<file path="src/rtl/i2c_register_bank.sv">
// Memory-mapped register bank for the I2C master: config, W1C status, TX/RX FIFOs, byte counters, irq.
// Optional watermark register and interrupt enabled by defining I2C_REGS_WATERMARK_EN.
module i2c_register_bank #(
  parameter int unsigned DATA_WIDTH = 8,
  parameter int unsigned LEN_WIDTH  = 32,
  parameter int unsigned TX_DEPTH   = 4,
  parameter int unsigned RX_DEPTH   = 4,
  parameter int unsigned ADDR_WIDTH = 4
) (
  input  logic                  clk,
  input  logic                  reset,
  input  logic                  bus_wr_en,
  input  logic                  bus_rd_en,
  input  logic [ADDR_WIDTH-1:0] bus_addr,
  input  logic [31:0]           bus_wdata,
  output logic [31:0]           bus_rdata,
  output logic                  bus_rvalid,
  output logic                  tx_valid,
  output logic [DATA_WIDTH-1:0] tx_data,
  input  logic                  tx_pop,
  input  logic                  rx_push,
  input  logic [DATA_WIDTH-1:0] rx_data,
  input  logic                  evt_stop,
  input  logic                  evt_ack,
  input  logic                  evt_nack,
  input  logic                  evt_arb_loss,
  input  logic                  bus_available_in,
  input  logic                  byte_read_inc,
  input  logic                  byte_written_inc,
  output logic                  start_pulse,
  output logic [LEN_WIDTH-1:0]  read_length,
  output logic [LEN_WIDTH-1:0]  write_length,
  output logic [15:0]           clk_divider,
  output logic                  fifo_enable,
  output logic                  packet_type,
  output logic                  master_ack,
  output logic                  master_nack,
  output logic                  sr_enable,
  output logic                  irq
);

  localparam int unsigned TX_AW = $clog2(TX_DEPTH);
  localparam int unsigned RX_AW = $clog2(RX_DEPTH);
  localparam logic [TX_AW:0] TX_FULL_CNT = (TX_AW+1)'(TX_DEPTH);
  localparam logic [RX_AW:0] RX_FULL_CNT = (RX_AW+1)'(RX_DEPTH);

  localparam logic [ADDR_WIDTH-1:0] A_DATA     = ADDR_WIDTH'(0);
  localparam logic [ADDR_WIDTH-1:0] A_READ_LEN = ADDR_WIDTH'(1);
  localparam logic [ADDR_WIDTH-1:0] A_WRIT_LEN = ADDR_WIDTH'(2);
  localparam logic [ADDR_WIDTH-1:0] A_CLK_DIV  = ADDR_WIDTH'(3);
  localparam logic [ADDR_WIDTH-1:0] A_CONFIG   = ADDR_WIDTH'(4);
  localparam logic [ADDR_WIDTH-1:0] A_STATUS   = ADDR_WIDTH'(5);
  localparam logic [ADDR_WIDTH-1:0] A_BYTES_RD = ADDR_WIDTH'(6);
  localparam logic [ADDR_WIDTH-1:0] A_BYTES_WR = ADDR_WIDTH'(7);
`ifdef I2C_REGS_WATERMARK_EN
  localparam logic [ADDR_WIDTH-1:0] A_WMARK    = ADDR_WIDTH'(8);
`endif

  logic [DATA_WIDTH-1:0] tx_mem [TX_DEPTH];
  logic [DATA_WIDTH-1:0] rx_mem [RX_DEPTH];
  logic [TX_AW:0] tx_wptr, tx_rptr, tx_wptr_nxt, tx_rptr_nxt, tx_count, tx_count_nxt;
  logic [RX_AW:0] rx_wptr, rx_rptr, rx_wptr_nxt, rx_rptr_nxt, rx_count, rx_count_nxt;
  logic tx_empty, tx_full, tx_full_nxt, rx_empty, rx_full, rx_empty_nxt, rx_full_nxt;
  logic tx_push_ok, tx_pop_ok, rx_push_ok, rx_pop_ok, tx_ovf_evt;
  logic wr_data, rd_data, wr_config, wr_status, start_wr;

  logic [7:0]           irq_en;
  logic [4:0]           sticky, sticky_nxt, w1c, evt;
  logic [7:0]           irq_src_nxt;
  logic                 irq_nxt;
  logic [LEN_WIDTH-1:0] bytes_read, bytes_written;
  logic [31:0]          rdata_c, cfg_rd;
`ifdef I2C_REGS_WATERMARK_EN
  logic       wm_ire;
  logic [7:0] tx_low_mark, rx_high_mark;
`endif

  // Decode, FIFO bookkeeping, sticky/irq next state and read mux
  always_comb begin
    wr_data   = bus_wr_en && (bus_addr == A_DATA);
    rd_data   = bus_rd_en && (bus_addr == A_DATA);
    wr_config = bus_wr_en && (bus_addr == A_CONFIG);
    wr_status = bus_wr_en && (bus_addr == A_STATUS);
    start_wr  = wr_config && bus_wdata[10];

    // With the FIFO disabled the effective depth collapses to one entry
    tx_count = tx_wptr - tx_rptr;
    tx_empty = (tx_count == '0);
    tx_full  = fifo_enable ? (tx_count == TX_FULL_CNT) : !tx_empty;
    rx_count = rx_wptr - rx_rptr;
    rx_empty = (rx_count == '0);
    rx_full  = fifo_enable ? (rx_count == RX_FULL_CNT) : !rx_empty;

    tx_pop_ok  = tx_pop && !tx_empty;
    tx_push_ok = wr_data && (!tx_full || tx_pop_ok);
    tx_ovf_evt = wr_data && tx_full && !tx_pop_ok;
    rx_pop_ok  = rd_data && !rx_empty;
    rx_push_ok = rx_push && !rx_full;

    tx_wptr_nxt  = tx_wptr + (TX_AW+1)'(tx_push_ok);
    tx_rptr_nxt  = tx_rptr + (TX_AW+1)'(tx_pop_ok);
    rx_wptr_nxt  = rx_wptr + (RX_AW+1)'(rx_push_ok);
    rx_rptr_nxt  = rx_rptr + (RX_AW+1)'(rx_pop_ok);
    tx_count_nxt = tx_wptr_nxt - tx_rptr_nxt;
    rx_count_nxt = rx_wptr_nxt - rx_rptr_nxt;
    tx_full_nxt  = fifo_enable ? (tx_count_nxt == TX_FULL_CNT) : (tx_count_nxt != '0);
    rx_empty_nxt = (rx_count_nxt == '0);
    rx_full_nxt  = fifo_enable ? (rx_count_nxt == RX_FULL_CNT) : !rx_empty_nxt;

    // Hardware events win over a simultaneous write-1-to-clear
    w1c        = wr_status ? bus_wdata[4:0] : 5'd0;
    evt        = {tx_ovf_evt, evt_arb_loss, evt_nack, evt_ack, evt_stop};
    sticky_nxt = (sticky & ~w1c) | evt;

    irq_src_nxt = {sticky_nxt[3], bus_available_in, sticky_nxt[2], sticky_nxt[1],
                   tx_full_nxt, rx_empty_nxt, rx_full_nxt, sticky_nxt[0]};
    irq_nxt     = |(irq_en & irq_src_nxt);
`ifdef I2C_REGS_WATERMARK_EN
    irq_nxt = irq_nxt || (wm_ire && ((8'(tx_count_nxt) <= tx_low_mark) ||
                                     (8'(rx_count_nxt) >= rx_high_mark)));
`endif

    cfg_rd       = 32'd0;
    cfg_rd[7:0]  = irq_en;
    cfg_rd[8]    = fifo_enable;
    cfg_rd[9]    = packet_type;
    cfg_rd[11]   = master_ack;
    cfg_rd[12]   = master_nack;
    cfg_rd[13]   = sr_enable;
`ifdef I2C_REGS_WATERMARK_EN
    cfg_rd[14]   = wm_ire;
`endif

    rdata_c = 32'd0;
    case (bus_addr)
      A_DATA:     rdata_c = rx_empty ? 32'd0 : 32'(rx_mem[rx_rptr[RX_AW-1:0]]);
      A_READ_LEN: rdata_c = 32'(read_length);
      A_WRIT_LEN: rdata_c = 32'(write_length);
      A_CLK_DIV:  rdata_c = 32'(clk_divider);
      A_CONFIG:   rdata_c = cfg_rd;
      A_STATUS:   rdata_c = {22'd0, bus_available_in, tx_empty, tx_full, rx_empty, rx_full, sticky};
      A_BYTES_RD: rdata_c = 32'(bytes_read);
      A_BYTES_WR: rdata_c = 32'(bytes_written);
`ifdef I2C_REGS_WATERMARK_EN
      A_WMARK:    rdata_c = {8'(rx_count), 8'(tx_count), rx_high_mark, tx_low_mark};
`endif
      default:    rdata_c = 32'd0;
    endcase
  end

  assign tx_valid = !tx_empty;
  assign tx_data  = tx_mem[tx_rptr[TX_AW-1:0]];

  // FIFO storage needs no reset; occupancy is tracked by the pointers
  always_ff @(posedge clk) begin
    if (tx_push_ok) tx_mem[tx_wptr[TX_AW-1:0]] <= bus_wdata[DATA_WIDTH-1:0];
    if (rx_push_ok) rx_mem[rx_wptr[RX_AW-1:0]] <= rx_data;
  end

  // Control registers, pointers, counters and registered outputs
  always_ff @(posedge clk) begin
    if (!reset) begin
      tx_wptr       <= '0;
      tx_rptr       <= '0;
      rx_wptr       <= '0;
      rx_rptr       <= '0;
      sticky        <= '0;
      irq_en        <= '0;
      fifo_enable   <= 1'b0;
      packet_type   <= 1'b0;
      master_ack    <= 1'b0;
      master_nack   <= 1'b0;
      sr_enable     <= 1'b0;
      read_length   <= '0;
      write_length  <= '0;
      clk_divider   <= '0;
      bytes_read    <= '0;
      bytes_written <= '0;
      start_pulse   <= 1'b0;
      irq           <= 1'b0;
      bus_rdata     <= '0;
      bus_rvalid    <= 1'b0;
`ifdef I2C_REGS_WATERMARK_EN
      wm_ire        <= 1'b0;
      tx_low_mark   <= '0;
      rx_high_mark  <= '0;
`endif
    end else begin
      tx_wptr     <= tx_wptr_nxt;
      tx_rptr     <= tx_rptr_nxt;
      rx_wptr     <= rx_wptr_nxt;
      rx_rptr     <= rx_rptr_nxt;
      sticky      <= sticky_nxt;
      irq         <= irq_nxt;
      start_pulse <= start_wr;
      bus_rvalid  <= bus_rd_en;
      if (bus_rd_en) bus_rdata <= rdata_c;

      if (bus_wr_en) begin
        case (bus_addr)
          A_READ_LEN: read_length  <= LEN_WIDTH'(bus_wdata);
          A_WRIT_LEN: write_length <= LEN_WIDTH'(bus_wdata);
          A_CLK_DIV:  clk_divider  <= bus_wdata[15:0];
          A_CONFIG: begin
            irq_en      <= bus_wdata[7:0];
            fifo_enable <= bus_wdata[8];
            packet_type <= bus_wdata[9];
            master_ack  <= bus_wdata[11];
            master_nack <= bus_wdata[12];
            sr_enable   <= bus_wdata[13];
`ifdef I2C_REGS_WATERMARK_EN
            wm_ire      <= bus_wdata[14];
`endif
          end
`ifdef I2C_REGS_WATERMARK_EN
          A_WMARK: begin
            tx_low_mark  <= bus_wdata[7:0];
            rx_high_mark <= bus_wdata[15:8];
          end
`endif
          default: ;
        endcase
      end

      // A start clear takes priority over a coincident increment
      if (start_wr) begin
        bytes_read    <= '0;
        bytes_written <= '0;
      end else begin
        bytes_read    <= bytes_read + LEN_WIDTH'(byte_read_inc);
        bytes_written <= bytes_written + LEN_WIDTH'(byte_written_inc);
      end
    end
  end

endmodule

</file>
<file path="config.mk">
export PLATFORM = sky130hd
export DESIGN_NAME = i2c_register_bank
export DESIGN_NICKNAME = d
export VERILOG_FILES = /design/src/rtl/i2c_register_bank.sv
export SDC_FILE = /design/constraint.sdc
export NUM_CORES = 1
export LEC_CHECK = 0
export BUFFER_PORTS_ARGS = -buffer_cell sky130_fd_sc_hd__buf_4
export CORE_AREA = 2 2 207 107
export CTS_BUF_LIST = sky130_fd_sc_hd__clkbuf_2
export DETAILED_ROUTE_END_ITERATION = 7
export DIE_AREA = 0 0 209 109
export PLACE_DENSITY = 0.79
export SLEW_MARGIN = 10
export SYNTH_ARGS = -nofsm -noshare
export SYNTH_HDL_FRONTEND = slang
export SYNTH_SLANG_ARGS = --single-unit
</file>
<file path="constraint.sdc">
create_clock -name clk -period 5.48 [get_ports clk]
set_input_delay 1.096 -clock clk [delete_from_list [all_inputs] [get_ports clk]]
set_output_delay 1.096 -clock clk [all_outputs]
set_load 0.1 [all_outputs]
</file>
# Yosys cells after proc, flatten, opt, wreduce, memory -nomap -nowiden
# Memory sizes are Yosys's and may differ from the RTL's. A register that Yosys moved wholly into a read port is not among the register bits.
# Cells that the tools add are included.
# W data, S select, Z words.
# word_totals
regBits	209
memories	2
elab_cells	90
ramBits	64
output_inout_bits	129
# classes
add_sub_neg	10
eq_ne	11
mux	13
reduce_logical	29
bitwise_logic	5
# mem_list
memory	words	word_bits	read_ports	rd_clocked_by_memory_dff	write_ports	line	source
rx_mem	4	8	1	1	1	60	logic [DATA_WIDTH-1:0] rx_mem [RX_DEPTH];
tx_mem	4	8	1	1	1	59	logic [DATA_WIDTH-1:0] tx_mem [TX_DEPTH];
# ops
operator	n
$pmux W32 S8	1
$add A32 B1 Y32	2
$eq A4 B3 Y1 const B	4
$add A3 B1 Y3	4
$eq A3 B3 Y1 const B	4
$sub A3 B3 Y3	4
$logic_and A1 B1 Y1	11
$logic_not A3 Y1	3
$and A8 B8 Y8	1
$eq A4 B2 Y1 const B	2
$mux W1	8
$mux W8	1
$reduce_and A2 Y1	4
$reduce_or A8 Y1	1
$logic_not A1 Y1	6
$and A5 B5 Y5	1
$mux W5	1
$not A5 Y5	1
$or A5 B5 Y5	1
$eq A4 B1 Y1 const B	1
$logic_not A4 Y1	1
$mux W2	2
$reduce_bool A3 Y1	1
$reduce_or A2 Y1	1
other kinds (2)	2

# Depth between registers and ports, before layout
# depth
word_depth	13
ltp_mapped	16
ltp_nobuf	15

# Worst setup path after synthesis
# No wires, ideal clock.
# synth_timing
path_kind	input -> register
startpoint	input bus_addr[2]
endpoint	register irq
arrival_ns	3.460
t_required_ns	5.399
setup_slack_ns	1.939
cell_stages	13
n_path_buf	2
path_cell_list	clkbuf_1 > clkbuf_1 > nor3_1 > o31ai_1 > inv_1 > ha_1 > ha_1 > ha_1 > nor2b_1 > xnor3_1 > o22ai_1 > a221oi_1 > a41oi_1
# synth_between
word_cells_on_any_way	24
classes_between	add/sub (4); eq/ne (3); mux (3); bitwise (4); reduce/logical (10)
# synth_lines
element	line	source
from (decl)	14	input logic [ADDR_WIDTH-1:0] bus_addr,
$logic_not A4 Y1 (*)	80	wr_data = bus_wr_en && (bus_addr == A_DATA);
$logic_and A1 B1 Y1 (*)	80	
$logic_and A1 B1 Y1 (*)	95	tx_push_ok = wr_data && (!tx_full || tx_pop_ok);
$add A3 B1 Y3 (*)	100	tx_wptr_nxt = tx_wptr + (TX_AW+1)'(tx_push_ok);
named net tx_wptr_nxt[1]	61	logic [TX_AW:0] tx_wptr, tx_rptr, tx_wptr_nxt, tx_rptr_nxt, tx_count, tx_count_nxt;
$sub A3 B3 Y3 (*)	104	tx_count_nxt = tx_wptr_nxt - tx_rptr_nxt;
$eq A3 B3 Y1 or $reduce_bool A3 Y1 (tied branches)	106	tx_full_nxt = fifo_enable ? (tx_count_nxt == TX_FULL_CNT) : (tx_count_nxt != '0);
$mux W1 (*)	106	
$and A8 B8 Y8 (*)	117	irq_nxt = |(irq_en & irq_src_nxt);
$reduce_or A8 Y1 (*)	117	
to (signal assigned)	194	irq <= irq_nxt;
to (decl)	39	output logic irq
# Mark *: on every way through the listed nets, which the timed path passes. The rest lies on a longest branch.
# A chain may end at the register's enable or synchronous reset.

# Worst setup path in the final report
# layout_timing
startpoint	register tx_rptr[0]
endpoint	output tx_valid
# layout_between
elab_chain_len	3
# layout_rtl
element	line	source
from (decl)	61	
from (signal assigned)	190	tx_rptr <= tx_rptr_nxt;
$sub A3 B3 Y3	87	tx_count = tx_wptr - tx_rptr;
$logic_not A3 Y1	88	tx_empty = (tx_count == '0);
$logic_not A1 Y1	151	assign tx_valid = !tx_empty;
to (decl)	18	output logic tx_valid,
# No other way between the ends.

==> reports/metrics.cfg <==
[clock_tree]
cts_buffers=58
clk_pin_slew_ns=0.12
clock_latency_ns=0.90
ctsHoldBuffers=0
cts.sinks=273
clk_path_buf_depth=3
postCtsSetupBuffers=0
cts-root-buf=clkbuf_2
cts_resized=0
cts_tree=built
htree_levels=2

[sta]
maxClockFrequency_mhz=254
final-max-slew-violation-count=0
worstMarginPinSlew_ns=1.26
finClkSkew_ns=0.0752
hold_viol_final=0
slew_headroom=0.154
fin_crit_ns=3.93
tns_ns=0
period_share=0.718
rsz0062_at_grt=false
setup_viol=0

[detailed_routing]
avgRoutedWirePerCell_um=22.1
drc=3
firstDrtPassIters=8
vias=10700
drt-initial-drc-count=1375
vias_per_cell=6.11
ant_nets=0
routed_wl_mm=38.7

[yosys]
syn_inst=1247
syn_nets=1324
ys_async_sr_fraction=0
synth_edf_count=64
synth.cell_area_um2=11800
yosys_warnings=0
yosysSeqAreaShare=0.518
synth-seq-cells=273
ys_types=61
yosys_most_used_dff=dfxtp_1
postSynthAreaPerCell_um2=9.45

[finish]
diodes=0
final_cell_mix=241 x nand2_1, 209 x dfxtp_1, 198 x buf_4
final_common_cell=nand2_1
num-fill-cells=1702
design_area_um2=13900
drive_above_1_share=0.224
area_growth_pct=17.8
fin_nets=1507

[placed_design]
dpl_cell_area_um2=13400
io_buffer_count=185
routabilityCongestion=0.955
dp_hpwl_mm=27.7

[run]
max_cap_violations=0

[worst_setup_path]
crit_path_start_kind=register
path_cells=ha_1, nor2b_1, xnor2_1, and3_1, inv_1, buf_4
critPathMaxFanout=10
critPathKind=register to primary output
slowest_stage=dfxtp_1
endpoint_kind=primary output
crit_required_ns=4.38
critical_path.max_stage_delay_ns=0.76
cp.arrival_ns=2.84

[run_status]
status=finished, violations left
violations=DRC

[global_route]
grt_pass1_vias=9712
grt_first_pass_wirelength_mm=57.3
track_usage=0.334
grt_max_degree=94
antenna_found_initial=0
gr-total-overflow=0

[power_and_ir_drop]
ir_worst_vdd_uv=255
p_leak_nw=5.31
p_per_area_nw_per_um2=297

[die]
dieArea_um2=22800
ios=186
die_h_um=109
start_util=0.557
core_um2=21200
row_count=38
fp.dieW_um=209

[worst_hold_path]
hold_path_class=input port to register

-- registers in the layout (all words and copies together) (netlist names), 5 cells and up --
signal         cells
clk_divider       16
rx_mem            32
bus_rdata         32
bytes_written     32
sticky             5
tx_mem            32
write_length      32
bytes_read        32
irq_en             8
read_length       32
-- cell usage after synthesis (all sizes together) (3+ instances only) --
| cell type | n | share of area |
|---|---|---|
| and4 | 8 | 0.0059 |
| mux2i | 8 | 0.0068 |
| inv | 22 | 0.0070 |
| a32oi | 3 | 0.0022 |
| clkbuf | 73 | 0.023 |
| mux4 | 17 | 0.032 |
| nand4 | 19 | 0.011 |
| nand2 | 242 | 0.077 |
| o211ai | 6 | 0.0038 |
| nor3 | 12 | 0.0051 |
| a22o | 10 | 0.0074 |
| or3 | 6 | 0.0032 |
| a22oi | 39 | 0.025 |
| xor2 | 35 | 0.026 |
| a222oi | 3 | 0.0025 |
| nand3 | 35 | 0.015 |
| o21ai | 38 | 0.016 |
| nand2b | 5 | 0.0027 |
| nor2 | 83 | 0.026 |
| ha | 20 | 0.021 |
| a31oi | 19 | 0.010 |
| a221oi | 6 | 0.0045 |
| dfxtp | 209 | 0.36 |
| or4 | 4 | 0.0025 |
| nor4 | 9 | 0.0053 |
| and3 | 25 | 0.013 |
| nor2b | 12 | 0.0064 |
| mux2 | 11 | 0.011 |
| buf | 3 | 0.0012 |
| edfxtp | 64 | 0.16 |
| a21oi | 116 | 0.049 |
| a21boi | 3 | 0.0019 |
| a41oi | 4 | 0.0030 |
| xnor2 | 23 | 0.017 |
| a211oi | 3 | 0.0019 |
| and2 | 22 | 0.012 |
-- final cells by class --
cell class / instances / area, um^2 / share of cell area
inverter: 24 / 91.3 / 0.00658
clock buffer: 88 / 440 / 0.0317
sequential: 273 / 6110 / 0.440
multi-input combinational: 874 / 5340 / 0.384
tap: 280 / 350 / 0.0252
timing repair buffer: 199 / 1510 / 0.108
clock inverter: 13 / 53.8 / 0.00387
-- worst paths after layout --
| check | cells past startpoint | slack [ns] | from | end |
|---|---|---|---|---|
| max | 6 | 1.55 | tx_rptr[0] | tx_valid |
| min | 1 | 0.41 | rx_data[6] | rx_mem[2][6] |
| max reg2reg | 14 | 1.65 | tx_rptr[0] | irq |
| min reg2reg | 2 | 0.48 | read_length[28] | read_length[28] |
-- metrics by stage --
stage                     power, W   util  setup slack [ns]  std cells  hold WS (ns)
final                      0.00412  0.656              1.55       1751         0.405
after global routing       0.00427  0.656              1.31       1751         0.341
after CTS                  0.00411  0.656              1.48       1751         0.368
after detailed placement   0.00294  0.633              1.35       1650         0.461
after global placement     0.00293  0.633              1.47       1650         0.448
after floorplan            0.00272      -              1.94       1247         0.436
-- cell families after synthesis --
logic type	after synthesis	synth area share
flip-flops	273	0.518
buffers and inverters	100	0.0321
multiplexers	36	0.0498
adder cells (fa/ha/maj)	20	0.0212
AND/OR/NAND/NOR	492	0.192
XOR/XNOR	60	0.0469
AO/OA/AOI/OAI	266	0.140
-- layer usage --
metal  global-route usage  routed length [um]
met5                    0                   0
met1                0.510               17500
met4               0.0816                 683
met2                0.419               14600
met3                0.147                5840
-- power by group --
part	total [W]	switching, W	internal (W)	leakage, nW
Clock	0.00121	0.000791	0.000422	0.390
Combinational	0.000738	0.000524	0.000213	2.65
Sequential	0.00217	0.0000512	0.00212	2.27
Total	0.00412	0.00137	0.00276	5.31
-- worst max-delay path, delay by kind of cell (launching register included) --
kind | cells | cell delay (ns)
flops | 1 | 0.76
simple gates | 2 | 0.45
buf+inv | 2 | 0.34
fa+ha+maj | 1 | 0.25
xor+xnor | 1 | 0.15
Note: power is estimated with default switching activity, not from simulation.
